<file path="config.mk">
export PLATFORM = sky130hd
export DESIGN_NAME = axi_ad9364_tx_sched
export DESIGN_NICKNAME = d
export VERILOG_FILES = /design/src/rtl/axi_ad9364_tx_sched.sv
export SDC_FILE = /design/constraint.sdc
export NUM_CORES = 1
export LEC_CHECK = 0
export BUFFER_PORTS_ARGS = -buffer_cell sky130_fd_sc_hd__clkbuf_2
export CORE_UTILIZATION = 45
export DETAILED_ROUTE_END_ITERATION = 10
export PLACE_DENSITY = 0.88
export SYNTH_ARGS = -nofsm -noshare
export SYNTH_HDL_FRONTEND = slang
export SYNTH_SLANG_ARGS = --single-unit
</file>
<file path="constraint.sdc">
create_clock -name clk -period 4.2 [get_ports clk]
set_input_delay 0.84 -clock clk [delete_from_list [all_inputs] [get_ports clk]]
set_output_delay 0.84 -clock clk [all_outputs]
set_load 0.01 [all_outputs]
</file>
<file path="src/rtl/axi_ad9364_tx_sched.sv">
// Transmit sample scheduler for the AD9364 dac_* port: slot cadence generation,
// two-source valid/ready arbitration, zero-fill and underflow accounting.
module axi_ad9364_tx_sched #(
  parameter int unsigned DATA_WIDTH  = 12,
  parameter int unsigned START_DELAY = 8
) (
  input  logic                      clk,
  input  logic                      rstn,
  input  logic                      enable,
  input  logic                      r1_mode,
  input  logic [1:0]                src_sel,
  input  logic                      src0_valid,
  output logic                      src0_ready,
  input  logic [4*DATA_WIDTH-1:0]   src0_data,
  input  logic                      src1_valid,
  output logic                      src1_ready,
  input  logic [4*DATA_WIDTH-1:0]   src1_data,
  output logic                      dac_valid,
  output logic [DATA_WIDTH-1:0]     dac_data_i1,
  output logic [DATA_WIDTH-1:0]     dac_data_q1,
  output logic [DATA_WIDTH-1:0]     dac_data_i2,
  output logic [DATA_WIDTH-1:0]     dac_data_q2,
  output logic                      dac_r1_mode,
  output logic                      underflow,
  input  logic                      underflow_clr,
  output logic [15:0]               underflow_cnt,
  output logic                      busy
);

  typedef enum logic [1:0] {S_IDLE, S_START, S_RUN} state_t;

  localparam logic [7:0] DLY_LOAD = 8'(START_DELAY - 1);

  state_t                    r_state, w_state_nxt;
  logic [7:0]                r_dly, w_dly_nxt;
  logic [1:0]                r_slot, w_slot_nxt;
  logic                      r_r1, w_r1_nxt;
  logic                      r_dac_valid;
  logic [4*DATA_WIDTH-1:0]   r_dac_data;
  logic                      r_uf;
  logic [15:0]               r_uf_cnt;
  logic                      w_slot, w_take, w_uf_evt;

  always_ff @(posedge clk or negedge rstn) begin
    if (!rstn) begin
      r_state <= S_IDLE;
      r_dly   <= '0;
      r_slot  <= '0;
      r_r1    <= 1'b1;
    end else begin
      r_state <= w_state_nxt;
      r_dly   <= w_dly_nxt;
      r_slot  <= w_slot_nxt;
      r_r1    <= w_r1_nxt;
    end
  end

  always_comb begin
    w_state_nxt = r_state;
    w_dly_nxt   = r_dly;
    w_slot_nxt  = r_slot;
    w_r1_nxt    = r_r1;
    case (r_state)
      S_IDLE: begin
        if (enable) begin
          w_state_nxt = S_START;
          w_dly_nxt   = DLY_LOAD;
          w_r1_nxt    = r1_mode;
        end
      end
      S_START: begin
        if (!enable)
          w_state_nxt = S_IDLE;
        else if (r_dly == '0)
          w_state_nxt = S_RUN;
        else
          w_dly_nxt = r_dly - 8'd1;
      end
      S_RUN: begin
        if (!enable) begin
          w_state_nxt = S_IDLE;
          w_slot_nxt  = '0;
        end else if (r_slot == (r_r1 ? 2'd1 : 2'd3)) begin
          w_slot_nxt = '0;
        end else begin
          w_slot_nxt = r_slot + 2'd1;
        end
      end
      default: w_state_nxt = S_IDLE;
    endcase
  end

  // Readys follow the slot even when enable drops in it; only the output side is suppressed.
  always_comb begin
    src0_ready = 1'b0;
    src1_ready = 1'b0;
    w_slot     = (r_state == S_RUN) && (r_slot == '0);
    if (w_slot) begin
      case (src_sel)
        2'b00: src0_ready = src0_valid;
        2'b01: src1_ready = src1_valid;
        2'b10: begin
          src0_ready = src0_valid;
          src1_ready = src1_valid & ~src0_valid;
        end
        default: ;
      endcase
    end
    w_take   = w_slot & enable;
    w_uf_evt = w_take && (src_sel != 2'b11) && !src0_ready && !src1_ready;
  end

  always_ff @(posedge clk or negedge rstn) begin
    if (!rstn) begin
      r_dac_valid <= 1'b0;
      r_dac_data  <= '0;
    end else begin
      r_dac_valid <= w_take;
      if (w_take)
        r_dac_data <= src0_ready ? src0_data : (src1_ready ? src1_data : '0);
    end
  end

  always_ff @(posedge clk or negedge rstn) begin
    if (!rstn) begin
      r_uf     <= 1'b0;
      r_uf_cnt <= '0;
    end else if (underflow_clr) begin
      r_uf     <= 1'b0;
      r_uf_cnt <= '0;
    end else if (w_uf_evt) begin
      r_uf <= 1'b1;
      if (r_uf_cnt != '1)
        r_uf_cnt <= r_uf_cnt + 16'd1;
    end
  end

  assign dac_valid     = r_dac_valid;
  assign dac_data_i1   = r_dac_data[0*DATA_WIDTH +: DATA_WIDTH];
  assign dac_data_q1   = r_dac_data[1*DATA_WIDTH +: DATA_WIDTH];
  assign dac_data_i2   = r_dac_data[2*DATA_WIDTH +: DATA_WIDTH];
  assign dac_data_q2   = r_dac_data[3*DATA_WIDTH +: DATA_WIDTH];
  assign dac_r1_mode   = r_r1;
  assign underflow     = r_uf;
  assign underflow_cnt = r_uf_cnt;
  assign busy          = (r_state != S_IDLE);

endmodule
</file>
==> flow_metrics.tcl, run 1 <==
set metrics [dict create \
    synth_warnings 0 \
    yosysMostFrequentCell "dfrtp_1" \
    core_area_sq_mm 0.008175 \
    yosysSeqAreaShare_pct 52.33 \
    antenna_cells 0 \
    dp_cells 646 \
    setup_viol 0 \
    avgViaCountPerCell 5.339 \
    yosysUniqueCellTypes 43 \
    hold_buffers 0 \
    final_cells 661 \
    htreeDepth 3 \
    arrival_ns 2.47 \
    max-clock-path-buffers 2 \
    path_delay_family "simple AND/OR/NAND/NOR gates" \
    crit_top_cell "clkbuf_2" \
    combPwrFrac_pct 7.4 \
    yosys-top-cells-area "dfrtp_1 52%, a22oi_1 9.5%, o21ai_1 7.7%" \
    finalSetupTns_ns 0 \
    areaGrowthSynthToFinish_pct 30.02 \
    finalCritPeriodShare_pct 78.84 \
    cap_violations 0 \
    wl_mm 9.236 \
    grt_pass1_wl_mm 14.99 \
    cts_setup_buffers 0 \
    p_leak_nw 2.362 \
    dr.pass1.iters 5 \
    fmax_ghz 0.3020 \
    synth-compound-area-share_pct 23.30 \
    synth_fa_ha_area_share_pct 2.648 \
    synth_top_family_by_area "compound AO/OA/AOI/OAI gates" \
    worst_slew_pin_slew_ns 0.9646 \
    period_needed_ns 3.311 \
    io_buffers 174 \
    cts_tree "built" \
    grt_util_all_layers_pct 22.05 \
    place.gp.congestion 0.8578 \
    netlist.area_leader.share_pct 51.64 \
    report.final.slew_viol_count 0 \
    antenna_found_initial 0 \
    p_int_w 0.001170 \
    layout-drive-gt1-share_pct 36.51 \
    synth_fp_nets 503 \
    synth_common_cells "78 x dfrtp_1, 59 x nand2_1, 58 x o21ai_1, 48 x a22oi_1, 20 x a21oi_1" \
    synth_mux_area_share_pct 0.5627 \
    status "finished clean" \
    fin_util_pct 60.12 \
    clkPwrFrac_pct 40.5 \
    path_max_fanout 49 \
    fillCellCount 693 \
    root_buffer "clkbuf_8" \
    netlist_area_sq_mm 0.003780 \
    relSlewSlack_pct 35.69 \
    peakVddDrop_mv 0.1587 \
    total_power_w 0.001504 \
    synth-simple-area-share_pct 15.72 \
    clk_pin_slew_ns 0.07 \
    yosysTopAreaCell "dfrtp_1" \
    critical_path.cell_chain "clkbuf_2 > inv_1 > ha_1 > o21a_1 > and3_2 > clkbuf_2" \
    die_h_um 93.65 \
    slowest_delay_ns 0.77 \
    seq_power_share_pct 52.1 \
    synth_xor_area_share_pct 1.622 \
    synth_edf_count 0 \
    first_global_vias 3182 \
    end_kind "primary output" \
    clock_latency_ns 0.34 \
    finalClockSkew_ns 0.01146 \
    crit_buf_inv 3 \
    grt_max_degree 98 \
    io_pins 175 \
    rows 33 \
    hpwl_mm 6.659 \
    nets 665 \
    start_kind "primary input" \
    switchingPower_w 0.0003336 \
    cts_resized 0 \
    die_x_um 93.65 \
    rsz0062_at_grt "no" \
    final_antenna_net_count 0 \
    drtIter0Drc 106 \
    hold_path.class "flop to flop" \
    cp_data_required_time_ns 3.36 \
    drt-wirelength-per-cell_um 13.97 \
    ys.flop_type "dfrtp_1" \
    die_area_sq_mm 0.008770 \
    avgSynthCellArea_sq_um 9.692 \
    start_util_pct 46.24 \
    power_density_mw_per_mm2 306.0 \
    syn_inst 390 \
    overflow 0 \
    hold_viol_final 0 \
    cts_buffers 9 \
    dr_total_vias 3529 \
    slowest_stage "and3_2" \
    sw_frac_of_total_pct 22.18 \
    drt_drc_violations_left 0 \
    synthArstFlopShare_pct 100.0 \
    ys_ff_latch 79 \
    path_class "primary input to primary output" \
    cts_sinks 79 \
]
## sequential cells by signal (all words and copies together) (netlist names)
| name | count |
|---|---|
| dac_valid | 1 |
| underflow | 1 |
| r_dly | 8 |
| dac_r1_mode | 1 |
| r_dac_data | 48 |
| r_slot | 2 |
| r_state | 2 |
| underflow_cnt | 16 |
## logic make-up after synthesis
group,count (synthesis)
muxes,2
AOI/OAI and AO/OA,139
xor gates and xnor gates,7
and+or+nand+nor,119
DFF,79
adders and majority gates,8
buffers and inverters,36
## path summary, 6_finish.rpt
| path | start | to | slack, ns | cells past startpoint |
|---|---|---|---|---|
| worst min register to register | r_dac_data[33] | r_dac_data[33] | 0.49 | 2 |
| worst max register to register | r_slot[0] | underflow_cnt[5] | 1.96 | 7 |
| max in group asynchronous | rstn | r_state[0] | 2.93 | 1 |
| worst min-delay path | r_dac_data[33] | r_dac_data[33] | 0.49 | 2 |
| min in group asynchronous | rstn | r_dac_data[1] | 0.65 | 1 |
| worst max-delay path | src_sel[0] | src0_ready | 0.89 | 6 |
## per-stage QoR
step / hold slack, ns / instance area [sq um] / setup WS [ns]
floorplan: 0.4621 / 3780 / 1.524
global placement: 0.4685 / 4703 / 0.9642
detailed placement: 0.4746 / 4703 / 0.8480
CTS: 0.4922 / 4915 / 0.8408
global route: 0.5058 / 4915 / 0.6922
finish: 0.4857 / 4915 / 0.8888
## power by group through the flow
stage	registers, W	logic [W]	clock network [W]
global placement	0.000797	0.000107	0
finish	0.000783	0.000112	0.000609
detailed placement	0.000798	0.000113	0
CTS	0.000783	0.000114	0.000629
floorplan	0.000795	0.0000376	0
global route	0.000786	0.000126	0.000663
## cell usage in the layout, fill, tap and decap left out, types with 2 or more instances in the layout
cell type	n
o21ai_1	58
ha_1	8
nor2_1	16
nand4_1	2
xnor2_1	2
a22oi_1	48
or4_1	5
o31ai_1	5
o211ai_2	2
nor2b_1	2
xor2_1	5
dfrtp_1	78
inv_1	10
clkbuf_8	10
clkinv_2	2
a21oi_1	20
nand2b_1	2
or3_1	9
bufinv_16	2
buf_4	3
nand4b_1	2
nand2_1	59
nand3_1	9
clkbuf_2	173
## area by class of cell
class | count | area, sq um | area share [%]
clock buffer | 11 | 141.4 | 2.877
clock inverter | 4 | 70.07 | 1.426
inverter | 11 | 41.29 | 0.8401
multi-input combinational | 275 | 1664 | 33.86
sequential | 79 | 1978 | 40.25
tap | 105 | 131.4 | 2.673
timing repair buffer | 176 | 888.4 | 18.08
## routing by layer
metal / vias to the layer above / track usage (%) / routed length [um]
met5: - / 0 / 0
met3: 6 / 3.722 / 493
met2: 123 / 36.95 / 4791
li1: 1728 / - / -
met1: 1672 / 28.59 / 3881
met4: 0 / 8.462 / 69
## worst reg2reg max path, stage by stage (launching register included)
cell	delay [ns]
dfrtp_1	0.42
inv_1	0.10
ha_1	0.22
nand4b_4	0.14
nor3_4	0.26
o211ai_2	0.33
or4_1	0.55
a21oi_1	0.16
Note: power is estimated with default switching activity, not from simulation.
==> run 2, diff against run 1 <==
--- a/config.mk
+++ b/config.mk
@@ -5,10 +5,11 @@
 export SDC_FILE = /design/constraint.sdc
 export NUM_CORES = 1
 export LEC_CHECK = 0
+export ABC_AREA = 1
 export BUFFER_PORTS_ARGS = -buffer_cell sky130_fd_sc_hd__clkbuf_2
 export CORE_UTILIZATION = 45
 export DETAILED_ROUTE_END_ITERATION = 10
-export PLACE_DENSITY = 0.88
+export PLACE_DENSITY = 0.86
 export SYNTH_ARGS = -nofsm -noshare
 export SYNTH_HDL_FRONTEND = slang
 export SYNTH_SLANG_ARGS = --single-unit
==> constraint.sdc (replaced) <==
create_clock -name clk -period 3.4 [get_ports clk]
set_input_delay 0.68 -clock clk [delete_from_list [all_inputs] [get_ports clk]]
set_output_delay 0.68 -clock clk [all_outputs]
set_load 0.01 [all_outputs]
==> flow_metrics.tcl, run 2 <==
set metrics [dict create \
    max_flop_register "r_dac_data" \
    avgViaCountPerCell 4.783 \
    fillCellCount 971 \
    ys_ff_latch 79 \
    max-clock-path-buffers 2 \
    cts_resized 0 \
    cts_sinks 79 \
    rows 36 \
    dr_total_vias 4553 \
    largest_register_ffs 48 \
    cts_tree "built" \
    seq_power_share_pct 51.6 \
    dr.pass1.iters 4 \
    combPwrFrac_pct 18.2 \
    rsz0062_at_grt "no" \
    layout-drive-gt1-share_pct 26.50 \
    first_global_vias 3766 \
    cp_data_required_time_ns 2.72 \
    grt_max_degree 80 \
    start_util_pct 46.26 \
    yosysSeqAreaShare_pct 43.95 \
    clkPwrFrac_pct 30.2 \
    clock_latency_ns 0.35 \
    io_buffers 174 \
    yosys-top-cells-area "dfrtp_1 43%, nand2_1 27%, o21ai_0 4.9%" \
    p_int_w 0.001396 \
    hold_buffers 0 \
    drtIter0Drc 158 \
    netlist_area_sq_mm 0.004501 \
    path_class "flop to primary output" \
    multiInputGateArea_sq_mm 0.002185 \
    end_kind "primary output" \
    ys.flop_type "dfrtp_1" \
    switchingPower_w 0.0006065 \
    report.final.slew_viol_count 0 \
    root_buffer "clkbuf_8" \
    finalClockSkew_ns 0.01311 \
    placed_cell_area_sq_mm 0.005424 \
    htreeDepth 3 \
    io_pins 175 \
    hpwl_mm 8.043 \
    period_needed_ns 2.850 \
    relSlewSlack_pct 33.23 \
    finalCritPeriodShare_pct 83.81 \
    path_max_fanout 49 \
    final_cell_mix "320 x nand2_1, 173 x clkbuf_2, 78 x dfrtp_1" \
    overflow 0 \
    layout_commonest_cell "nand2_1" \
    yosysTopAreaCell "dfrtp_1" \
    total_power_w 0.002003 \
    start_kind "flop" \
    final_cells 952 \
    status "finished clean" \
    clk_pin_slew_ns 0.08 \
    hold_path.class "primary input to async pin" \
    drt-wirelength-per-cell_um 11.62 \
    cts_setup_buffers 0 \
    grt_util_all_layers_pct 20.98 \
    regArea_sq_mm 0.001978 \
    final_antenna_net_count 0 \
    synth_edf_count 0 \
    yosysMostFrequentCell "nand2_1" \
    setup_viol 0 \
    die_x_um 102.0 \
    synth_common_cells "320 x nand2_1, 78 x dfrtp_1, 48 x inv_1, 44 x o21ai_0, 35 x nor2_1" \
    antenna_cells 0 \
    drt_drc_violations_left 0 \
    fmax_ghz 0.3509 \
    wl_mm 11.06 \
    yosysUniqueCellTypes 27 \
    cts_buffers 9 \
    die_h_um 102.0 \
    syn_inst 653 \
    core_area_sq_mm 0.009729 \
    cap_violations 0 \
    avgSynthCellArea_sq_um 6.892 \
    nets 927 \
    p_leak_nw 3.356 \
    dp_cells 936 \
    die_area_sq_mm 0.01041 \
    antenna_found_initial 1 \
    grt_pass1_wl_mm 17.11 \
    areaGrowthSynthToFinish_pct 24.16 \
    worst_slew_pin_slew_ns 1.002 \
    netlist.area_leader.share_pct 43.37 \
    peakVddDrop_mv 0.1580 \
    hold_viol_final 0 \
    synthArstFlopShare_pct 100.0 \
    synth_warnings 0 \
    place.gp.congestion 0.8462 \
    synth_fp_nets 766 \
    design_area_sq_mm 0.005588 \
    power_density_mw_per_mm2 358.4 \
    arrival_ns 2.17 \
    sw_frac_of_total_pct 30.29 \
    finalSetupTns_ns 0 \
]
run 2: cell count changes after synthesis, sizes merged, moves of 4 or more:
| cell | before | now |
|---|---|---|
| o21ai | 59 | 65 |
| nor2 | 16 | 38 |
| a21oi | 20 | 3 |
| a22oi | 48 | 0 |
| o31ai | 5 | 1 |
| clkbuf | 16 | 9 |
| nand2 | 59 | 335 |
| nand4 | 2 | 9 |
| inv | 11 | 49 |
| or3 | 10 | 0 |
| buf | 9 | 20 |
| nand3 | 10 | 29 |
| or4 | 5 | 0 |
run 2: per-stage QoR:
stage	hold slack (ns)	utilization (%)	setup WS (ns)
after floorplan	0.3844	-	1.099
after global placement	0.4608	55.75	0.6692
after detailed placement	0.4651	55.75	0.6369
after CTS	0.4867	57.43	0.5578
after global routing	0.5015	57.43	0.3953
final	0.4511	57.43	0.5504
run 2: worst max-delay path, cell delays in order, from the launching register on:
cell and delay, ns:
dfrtp_1 0.38, inv_1 0.09, ha_1 0.18, inv_1 0.07, nor2_4 0.17, nand2_2 0.08, inv_2 0.55, clkbuf_2 0.25
run 2: cell type report:
| type | instances | area share (%) |
|---|---|---|
| well taps | 133 | 2.978 |
| clock inverters | 7 | 0.7165 |
| clock buffers | 9 | 2.217 |
| inverters | 49 | 3.292 |
| flip-flops and latches | 79 | 35.40 |
| repair buffers | 179 | 16.30 |
| multi-input cells | 496 | 39.10 |
run 2: cells by family (layout without fill, tap and decap cells):
logic type / Yosys count / after routing / share of synthesized area (%)
and+or+nand+nor: 412 / 412 / 37.28
DFF: 79 / 79 / 43.95
buffers and inverters: 78 / 244 / 7.506
AOI/OAI and AO/OA: 70 / 70 / 7.868
adders and majority gates: 8 / 8 / 2.224
xor gates and xnor gates: 6 / 6 / 1.168
run 2: layer usage:
| layer | GRT usage, % | part of all wire (%) | vias up |
|---|---|---|---|
| li1 | - | - | 2341 |
| met1 | 27.15 | 46 | 2069 |
| met2 | 35.62 | 48 | 127 |
| met3 | 3.010 | 4.4 | 14 |
| met4 | 8.022 | 1.4 | 2 |
| met5 | 0 | 0.12 | - |
run 2: worst paths after layout:
| path | startpoint | to | slack (ns) | cells after the start |
|---|---|---|---|---|
| hold reg to reg | r_dac_data[42] | r_dac_data[42] | 0.48 | 2 |
| setup reg to reg | r_slot[0] | underflow_cnt[6] | 1.16 | 9 |
| min in group clk | r_dac_data[42] | r_dac_data[42] | 0.48 | 2 |
| max in group asynchronous | rstn | r_dac_data[17] | 2.26 | 1 |
| hold / removal | rstn | r_dac_data[25] | 0.45 | 1 |
| setup / recovery | r_slot[0] | src0_ready | 0.55 | 7 |
run 2: power by group through the flow:
stage               combinational (W)  sequential (W)  clock (W)
CTS                          0.000367         0.00103   0.000628
detailed placement           0.000364         0.00105          0
global route                 0.000421         0.00104   0.000669
finish                       0.000365         0.00103   0.000605
floorplan                    0.000232         0.00104          0
global placement             0.000354         0.00105          0
